$ cat src/rtl/srff_response_monitor.sv
// srff_response_monitor: observer/checker for an SR flip-flop under test.
// Runs a cycle-accurate reference model beside the DUT, counts mismatches
// and illegal s=r=1 cycles over a programmed window, reports pass/fail.
//
// Ports:
//   clk, rst            clock (rising edge), async active-high monitor reset
//   start, cfg_len      one-cycle window request and window length
//   mon_rst             synchronous reset as seen by the DUT
//   mon_s, mon_r        set / reset inputs as seen by the DUT
//   mon_q               DUT output q
//   busy, done, pass    window in progress, completion pulse, result
//   err_cnt             saturating mismatch count
//   illegal_cnt         saturating count of s=r=1 cycles
//
// Optional feature (macro SRFF_MON_FIRST_ERR_EN):
//   first_err_idx       zero-based index of the first mismatching compare
//   first_err_vld       first_err_idx holds a capture
module srff_response_monitor #(
    parameter int CNT_W          = 8,
    parameter bit DUT_RST_ACTIVE = 1'b0
) (
    input  logic             clk,
    input  logic             rst,
    input  logic             start,
    input  logic [CNT_W-1:0] cfg_len,
    input  logic             mon_rst,
    input  logic             mon_s,
    input  logic             mon_r,
    input  logic             mon_q,
    output logic             busy,
    output logic             done,
    output logic             pass,
    output logic [CNT_W-1:0] err_cnt,
    output logic [CNT_W-1:0] illegal_cnt
`ifdef SRFF_MON_FIRST_ERR_EN
    ,
    output logic [CNT_W-1:0] first_err_idx,
    output logic             first_err_vld
`endif
);

    localparam logic [1:0] IDLE  = 2'd0;
    localparam logic [1:0] CHECK = 2'd1;
    localparam logic [1:0] DONE  = 2'd2;

    localparam logic [CNT_W-1:0] CNT_MAX = '1;
    localparam logic [CNT_W-1:0] CNT_ONE = CNT_W'(1);
    localparam logic [CNT_W-1:0] CNT_ZERO = '0;

    logic [1:0]       state;
    logic [CNT_W-1:0] cnt;
    logic             q_exp;
    logic             exp_valid;

    logic             dut_rst;
    logic             illegal_in;
    logic             mismatch;
    logic             in_check;
    logic             last_edge;
    logic [CNT_W-1:0] err_nx;
    logic [CNT_W-1:0] ill_nx;

    // ------------------------------------------------------------------
    // Input decode
    // ------------------------------------------------------------------
    assign dut_rst    = (mon_rst == DUT_RST_ACTIVE);
    assign illegal_in = mon_s & mon_r & ~dut_rst;

    // q_exp and mon_q both reflect the previous edge, so they line up
    // without extra delay.
    assign mismatch   = exp_valid & (mon_q != q_exp);
    assign in_check   = (state == CHECK);
    assign last_edge  = in_check & (cnt == CNT_ONE);

    // ------------------------------------------------------------------
    // Saturating counter next values
    // ------------------------------------------------------------------
    always_comb begin
        err_nx = err_cnt;
        if (in_check && mismatch && (err_cnt != CNT_MAX)) begin
            err_nx = err_cnt + CNT_ONE;
        end
    end

    always_comb begin
        ill_nx = illegal_cnt;
        if (in_check && illegal_in && (illegal_cnt != CNT_MAX)) begin
            ill_nx = illegal_cnt + CNT_ONE;
        end
    end

    // ------------------------------------------------------------------
    // Reference model: runs every edge, independent of the window FSM.
    // DUT reset has priority over s/r; s=r=1 leaves q undefined.
    // ------------------------------------------------------------------
    always_ff @(posedge clk or posedge rst) begin
        if (rst) begin
            q_exp     <= 1'b0;
            exp_valid <= 1'b0;
        end else if (dut_rst) begin
            q_exp     <= 1'b0;
            exp_valid <= 1'b1;
        end else begin
            unique case ({mon_s, mon_r})
                2'b01: begin
                    q_exp     <= 1'b0;
                    exp_valid <= 1'b1;
                end
                2'b10: begin
                    q_exp     <= 1'b1;
                    exp_valid <= 1'b1;
                end
                2'b11: begin
                    exp_valid <= 1'b0;
                end
                default: begin
                    q_exp     <= q_exp;
                    exp_valid <= exp_valid;
                end
            endcase
        end
    end

    // ------------------------------------------------------------------
    // Window FSM and result registers
    // ------------------------------------------------------------------
    always_ff @(posedge clk or posedge rst) begin
        if (rst) begin
            state       <= IDLE;
            cnt         <= '0;
            busy        <= 1'b0;
            done        <= 1'b0;
            pass        <= 1'b0;
            err_cnt     <= '0;
            illegal_cnt <= '0;
        end else begin
            done <= 1'b0;
            unique case (state)
                IDLE: begin
                    if (start) begin
                        err_cnt     <= '0;
                        illegal_cnt <= '0;
                        cnt         <= cfg_len;
                        busy        <= 1'b1;
                        if (cfg_len == CNT_ZERO) begin
                            // Empty window: nothing to compare, so it passes.
                            state <= DONE;
                            done  <= 1'b1;
                            pass  <= 1'b1;
                        end else begin
                            state <= CHECK;
                            pass  <= 1'b0;
                        end
                    end
                end
                CHECK: begin
                    err_cnt     <= err_nx;
                    illegal_cnt <= ill_nx;
                    cnt         <= cnt - CNT_ONE;
                    if (last_edge) begin
                        state <= DONE;
                        done  <= 1'b1;
                        pass  <= (err_nx == CNT_ZERO);
                    end
                end
                DONE: begin
                    // start is deliberately not looked at here.
                    busy  <= 1'b0;
                    state <= IDLE;
                end
                default: begin
                    busy  <= 1'b0;
                    state <= IDLE;
                end
            endcase
        end
    end

`ifdef SRFF_MON_FIRST_ERR_EN
    // ------------------------------------------------------------------
    // First-error capture: index = compares already made in this window.
    // ------------------------------------------------------------------
    logic [CNT_W-1:0] len_q;

    always_ff @(posedge clk or posedge rst) begin
        if (rst) begin
            len_q         <= '0;
            first_err_idx <= '0;
            first_err_vld <= 1'b0;
        end else if ((state == IDLE) && start) begin
            len_q         <= cfg_len;
            first_err_idx <= '0;
            first_err_vld <= 1'b0;
        end else if (in_check && mismatch && !first_err_vld) begin
            first_err_idx <= len_q - cnt;
            first_err_vld <= 1'b1;
        end
    end
`endif

endmodule
$ cat config.mk
export PLATFORM = sky130hd
export DESIGN_NAME = srff_response_monitor
export DESIGN_NICKNAME = d
export VERILOG_FILES = /design/src/rtl/srff_response_monitor.sv
export SDC_FILE = /design/constraint.sdc
export NUM_CORES = 1
export LEC_CHECK = 0
export CORE_MARGIN = 3
export CORE_UTILIZATION = 57
export CTS_CLUSTER_SIZE = 28
export DETAILED_ROUTE_END_ITERATION = 12
export HOLD_SLACK_MARGIN = 0.15
export PLACE_DENSITY = 0.95
export RECOVER_POWER = 100
export SYNTH_ARGS = -nofsm -noshare
export SYNTH_HDL_FRONTEND = slang
export SYNTH_SLANG_ARGS = --single-unit
$ cat constraint.sdc
create_clock -name clk -period 2.9 [get_ports clk]
set_input_delay 0.58 -clock clk [delete_from_list [all_inputs] [get_ports clk]]
set_output_delay 0.58 -clock clk [all_outputs]
set_load 0.02 [all_outputs]
======== Yosys cells after proc, flatten, opt, wreduce, memory -nomap -nowiden ========
Cells that the tools add are included.
cells by class
  mux-type cells .......................... 24
  bitwise gates (word level) .............. 5
  add/subtract/negate cells ............... 3
  eq/ne operators ......................... 13
  reductions and logical operators ........ 14
operator list
  kind                                              number
  one-hot mux 8 bit (2 select lines)                3
  two-way mux 8 bit                                 4
  adder 8 x 1 -> 8 bit, second input constant       2
  logical NOT 8 bit                                 2
  != test 8 bit, second input constant              2
  one-hot mux 1 bit (2 select lines)                5
  == test 8 x 1 -> 1 bit, second input constant     1
  two-way mux 1 bit                                 8
  subtractor 8 x 1 -> 8 bit, second input constant  1
  two-way mux 2 bit                                 3
  AND reduction 2 bit                               3
  AND reduction 3 bit                               2
  AND 1 bit                                         4
  == test 2 x 1 -> 1 bit, second input constant     2
  == test 2 bit, second input constant              2
  logical AND 1 bit                                 4
  != test 2 x 1 -> 1 bit, second input constant     2
  one-hot mux 2 bit (2 select lines)                1
  != test 3 x 1 -> 1 bit, second input constant     1
  != test 3 x 2 -> 1 bit, second input constant     1
  logical NOT 2 bit                                 1
  != test 2 bit, second input constant              1
  nonzero test 2 bit                                1
  OR reduction 2 bit                                1
  other kinds (2)                                   2
word-level totals
  input bits .............................. 15
  bits in registers ....................... 31
  output and inout port bits .............. 19

======== Longest topological paths before layout ========
  word-level depth ........................ 8
  mapped depth ............................ 7

======== Least setup slack after synthesis ========
OpenSTA, ideal clock, no wires.
  kind .................................... register to register
  from .................................... reg err_cnt[0]
  to ...................................... reg pass
  arrival time ............................ 1.899 ns
  setup slack ............................. 0.898 ns
  cell stages (with the launch flop) ...... 7
  data required time ...................... 2.796 ns
  clock period less this slack ............ 2.002 ns
  cells stage by stage .................... dfrtp_1 -> ha_1 -> and4_4 -> a211oi_4 -> a2111oi_0 -> a41oi_1 -> o41ai_2
on the way
  word-level cells in the longest chain between the ends .. 6
  elaborated cells between the ends (all ways) .. 7
ends and longest elaborated chain
  element                                                                       line  text
  from (decl)                                                                   33    output logic [CNT_W-1:0] err_cnt,
  from (signal assigned)                                                        157   err_cnt <= err_nx;
  parallel branches: the longest is 2 deep, another holds adder 8 x 1 -> 8 bit  n/a
  two-way mux 8 bit *                                                           80    if (in_check && mismatch && (err_cnt != CNT_MAX)) begin
  logical NOT 8 bit *                                                           163   pass <= (err_nx == CNT_ZERO);
  two-way mux 1 bit *                                                           160   if (last_edge) begin
  one-hot mux 1 bit (2 select lines) *                                          138   unique case (state)
  to (signal assigned)                                                          163
  to (decl)                                                                     32    output logic pass,
Every way passes the cells marked *. The select of a mux whose other input is x is not followed.
A chain may end at the register's enable or synchronous reset.

======== Final worst setup path ========
  from .................................... in mon_s
  to ...................................... reg illegal_cnt[4]
on the way
  word-level cells in the longest chain between the ends .. 6
ends and longest elaborated chain
  element                           line  text
  from (decl)                       27    input logic mon_s,
  AND 1 bit (2 in series)           67    assign illegal_in = mon_s & mon_r & ~dut_rst;
  logical AND 1 bit (2 in series)   87    if (in_check && illegal_in && (illegal_cnt != CNT_MAX)) begin
  != test 2 x 1 -> 1 bit (no line)  n/a
  AND reduction 3 bit (no line)     n/a
  to (signal assigned)              158   illegal_cnt <= ill_nx;
  to (decl)                         34    output logic [CNT_W-1:0] illegal_cnt
Every way passes these cells.

==> results.sh <==
export IMPL_placed_area_um2=2320
export IMPL_leakagePower_nw=1.01
export IMPL_critPathLaunchType="input pin"
export IMPL_syn_avg_cell_area_um2=9.20
export IMPL_cts_sinks=31
export IMPL_holdWs_ns=0.532
export IMPL_io_pins=34
export IMPL_setup_tns_ns=0
export IMPL_die_area_um2=4120
export IMPL_slew_headroom_pct=-11.4
export IMPL_hold_buffers=0
export IMPL_hold_class="reg2reg"
export IMPL_status="finished with violations"
export IMPL_ctsResizeCount=0
export IMPL_period_share_pct=77.6
export IMPL_grt_pass1_wl_um=7850
export IMPL_max_stage_delay_ns=0.61
export IMPL_critPathBufInv=1
export IMPL_violations="max-capacitance violations, max-slew violations"
export IMPL_drc=0
export IMPL_clock_skew_ns=0.00615
export IMPL_crit_type="in2reg"
export IMPL_final_area_um2=2340
export IMPL_n_antenna_cell=0
export IMPL_worstPathCellList="dlygate4sd3_1 -> ha_1 -> o2111ai_1 -> a2111oi_0 -> xnor2_1 -> nor2_1"
export IMPL_ys_types=49
export IMPL_grt_start_max_net_pins=32
export IMPL_antenna_found_initial=0
export IMPL_crit_family="compound AO/OA/AOI/OAI gates"
export IMPL_synth_seq_area_share_pct=40.2
export IMPL_drt_initial_drc_count=135
export IMPL_cts_root_buf="clkbuf_4"
export IMPL_slew_viol_final=32
export IMPL_synth_cells=210
export IMPL_first_pass_iters=4
export IMPL_setup_ws_ns=0.650
export IMPL_fin_util_pct=74.4
export IMPL_drt_total_wl_um=4550
export IMPL_cts_max_level=2
export IMPL_setup_viol=0
export IMPL_routabilityCongestion=0.826
export IMPL_start_util_pct=61.3
export IMPL_core_region_area_um2=3150
export IMPL_synth_ff_type="dfrtp_1"
export IMPL_vias=1775
export IMPL_die_h_um=64.2
export IMPL_finalHoldViolCount=0
export IMPL_synth_seq_cells=31
export IMPL_fp_row_count=20
export IMPL_io_buffers=33
export IMPL_powerDensity_nw_per_um2=774
export IMPL_yosysWarnings=0
export IMPL_vdd_drop_max_uv=443
export IMPL_synth_fp_nets=232
export IMPL_clk_pin_slew_ns=0.10
export IMPL_grt_overflow=0
export IMPL_die_w_um=64.2
export IMPL_critPathRequiredTime_ns=3.14
export IMPL_post_drt_wl_per_cell_um=15.5
export IMPL_cts_buffers=5
export IMPL_endpoint_kind="register"
export IMPL_worst_ep_arrival_time_ns=2.49
export IMPL_cap_violations=1
export IMPL_hpwlAfterDp_um=3260
export IMPL_fmax_mhz=444
export IMPL_syn_to_final_growth_pct=21.4
export IMPL_tightest_slew_ns=1.67
export IMPL_nFillCells=258
export IMPL_viasPerCell=6.06
export IMPL_finalNetCount=270
export IMPL_rsz0062_at_grt="false"
export IMPL_clk_latency_ns=0.35
export IMPL_cp_slowest_cell="a2111oi_0"
export IMPL_postCtsSetupBuffers=0
export IMPL_async_flop_share_pct=100
export IMPL_cts_max_path_buffers=2
export IMPL_synth_edf_count=0
export IMPL_grt_usage_pct=25.1
export IMPL_crit_path_max_fanout=6
export IMPL_final_layout_size_suffix_gt1_share_pct=7.23
export IMPL_syn_area_um2=1930
export IMPL_ant_nets=0
export IMPL_period_minus_slack_ns=2.25
export IMPL_grt_pass1_vias=1732
export IMPL_cts_tree="yes"
export IMPL_pre_cts_ws_ns=0.465
## cells in the mapped netlist (3+ instances only)
cell type	instances	area [um2]
a21oi_1	18	90.1
a22o_1	3	26.3
a22oi_1	3	22.5
clkbuf_1	3	11.3
dfrtp_1	31	776
ha_1	7	87.6
inv_1	15	56.3
mux2i_1	4	40.0
nand2_1	20	75.1
nand2b_1	4	25.0
nand3_1	10	50.1
nand4_1	7	43.8
nor2_1	19	71.3
nor2b_1	3	18.8
nor4_1	3	18.8
o211ai_1	3	22.5
o21ai_0	13	65.1
xnor2_1	7	61.3
## worst register-to-register path, stage by stage, from the launching register on
cell and delay, ns:
dfrtp_1 0.49, ha_1 0.31, and4_1 0.28, a211oi_4 0.12, a2111oi_0 0.44, a41oi_1 0.08
o41ai_1 0.33
## per-layer routing
layer | global-route usage [%] | share of wire [%]
met4 | 13.5 | 2.6
met3 | 7.91 | 6.1
met2 | 41.9 | 50
met1 | 28.3 | 41
met5 | 0 | 0
## logic make-up (layout without fill, tap and decap cells)
| group | after synthesis | count (layout) | synth area share (%) |
|---|---|---|---|
| mux | 4 | 4 | 2.07 |
| simple gates | 77 | 77 | 22.0 |
| xor+xnor | 8 | 8 | 4.02 |
| compound gates | 60 | 60 | 21.9 |
| fa+ha+maj | 7 | 7 | 4.53 |
| flops | 31 | 31 | 40.2 |
| buf+inv | 23 | 62 | 5.31 |
## final cells by class
cell class                 count  area [um2]  share of cell area, %
clock buffer                   8        68.8                   2.93
tap                           44        55.1                   2.35
multi-input combinational    156        1020                   43.7
timing repair buffer          39         364                   15.5
sequential                    31         776                   33.1
inverter                      15        56.3                   2.40
## state kept, by name, summed over array words and instances (netlist names)
name and flops:
cnt 8, err_cnt 8, illegal_cnt 8, state 2, busy 1, done 1
exp_valid 1, pass 1, q_exp 1
## worst paths after layout
kind / slack [ns] / from / cells past startpoint / to
setup / recovery: 0.65 / mon_s / 6 / illegal_cnt[4]
hold / removal: 0.53 / busy / 2 / busy
setup reg to reg: 0.74 / err_cnt[0] / 6 / pass
hold reg to reg: 0.53 / busy / 2 / busy
max in group asynchronous: 0.69 / rst / 3 / err_cnt[1]
min in group asynchronous: 1.25 / rst / 3 / cnt[6]
## power breakdown
group	internal, W	switching [W]	total, W
Combinational	0.000347	0.000409	0.000756
Sequential	0.000567	0.000196	0.000763
Clock	0.000142	0.000154	0.000296
Total	0.00106	0.000759	0.00182
## cell usage in the layout, fill, tap and decap left out, types with 7 or more instances in the layout
| cell | count |
|---|---|
| inv_1 | 15 |
| dlygate4sd3_1 | 22 |
| xnor2_1 | 7 |
| ha_1 | 7 |
| a21oi_1 | 18 |
| nand4_1 | 7 |
| clkdlybuf4s50_1 | 11 |
| nor2_1 | 19 |
| nand2_1 | 20 |
| o21ai_0 | 13 |
| nand3_1 | 10 |
| dfrtp_1 | 31 |
## through the flow
stage | std cells | power, W
6_report | 293 | 0.00182
5_1_grt | 293 | 0.00196
4_1_cts | 293 | 0.00187
3_5_place_dp | 285 | 0.00157
3_3_place_gp | 285 | 0.00152
2_1_floorplan | 210 | 0.00127
Note: power is estimated with default switching activity, not from simulation.
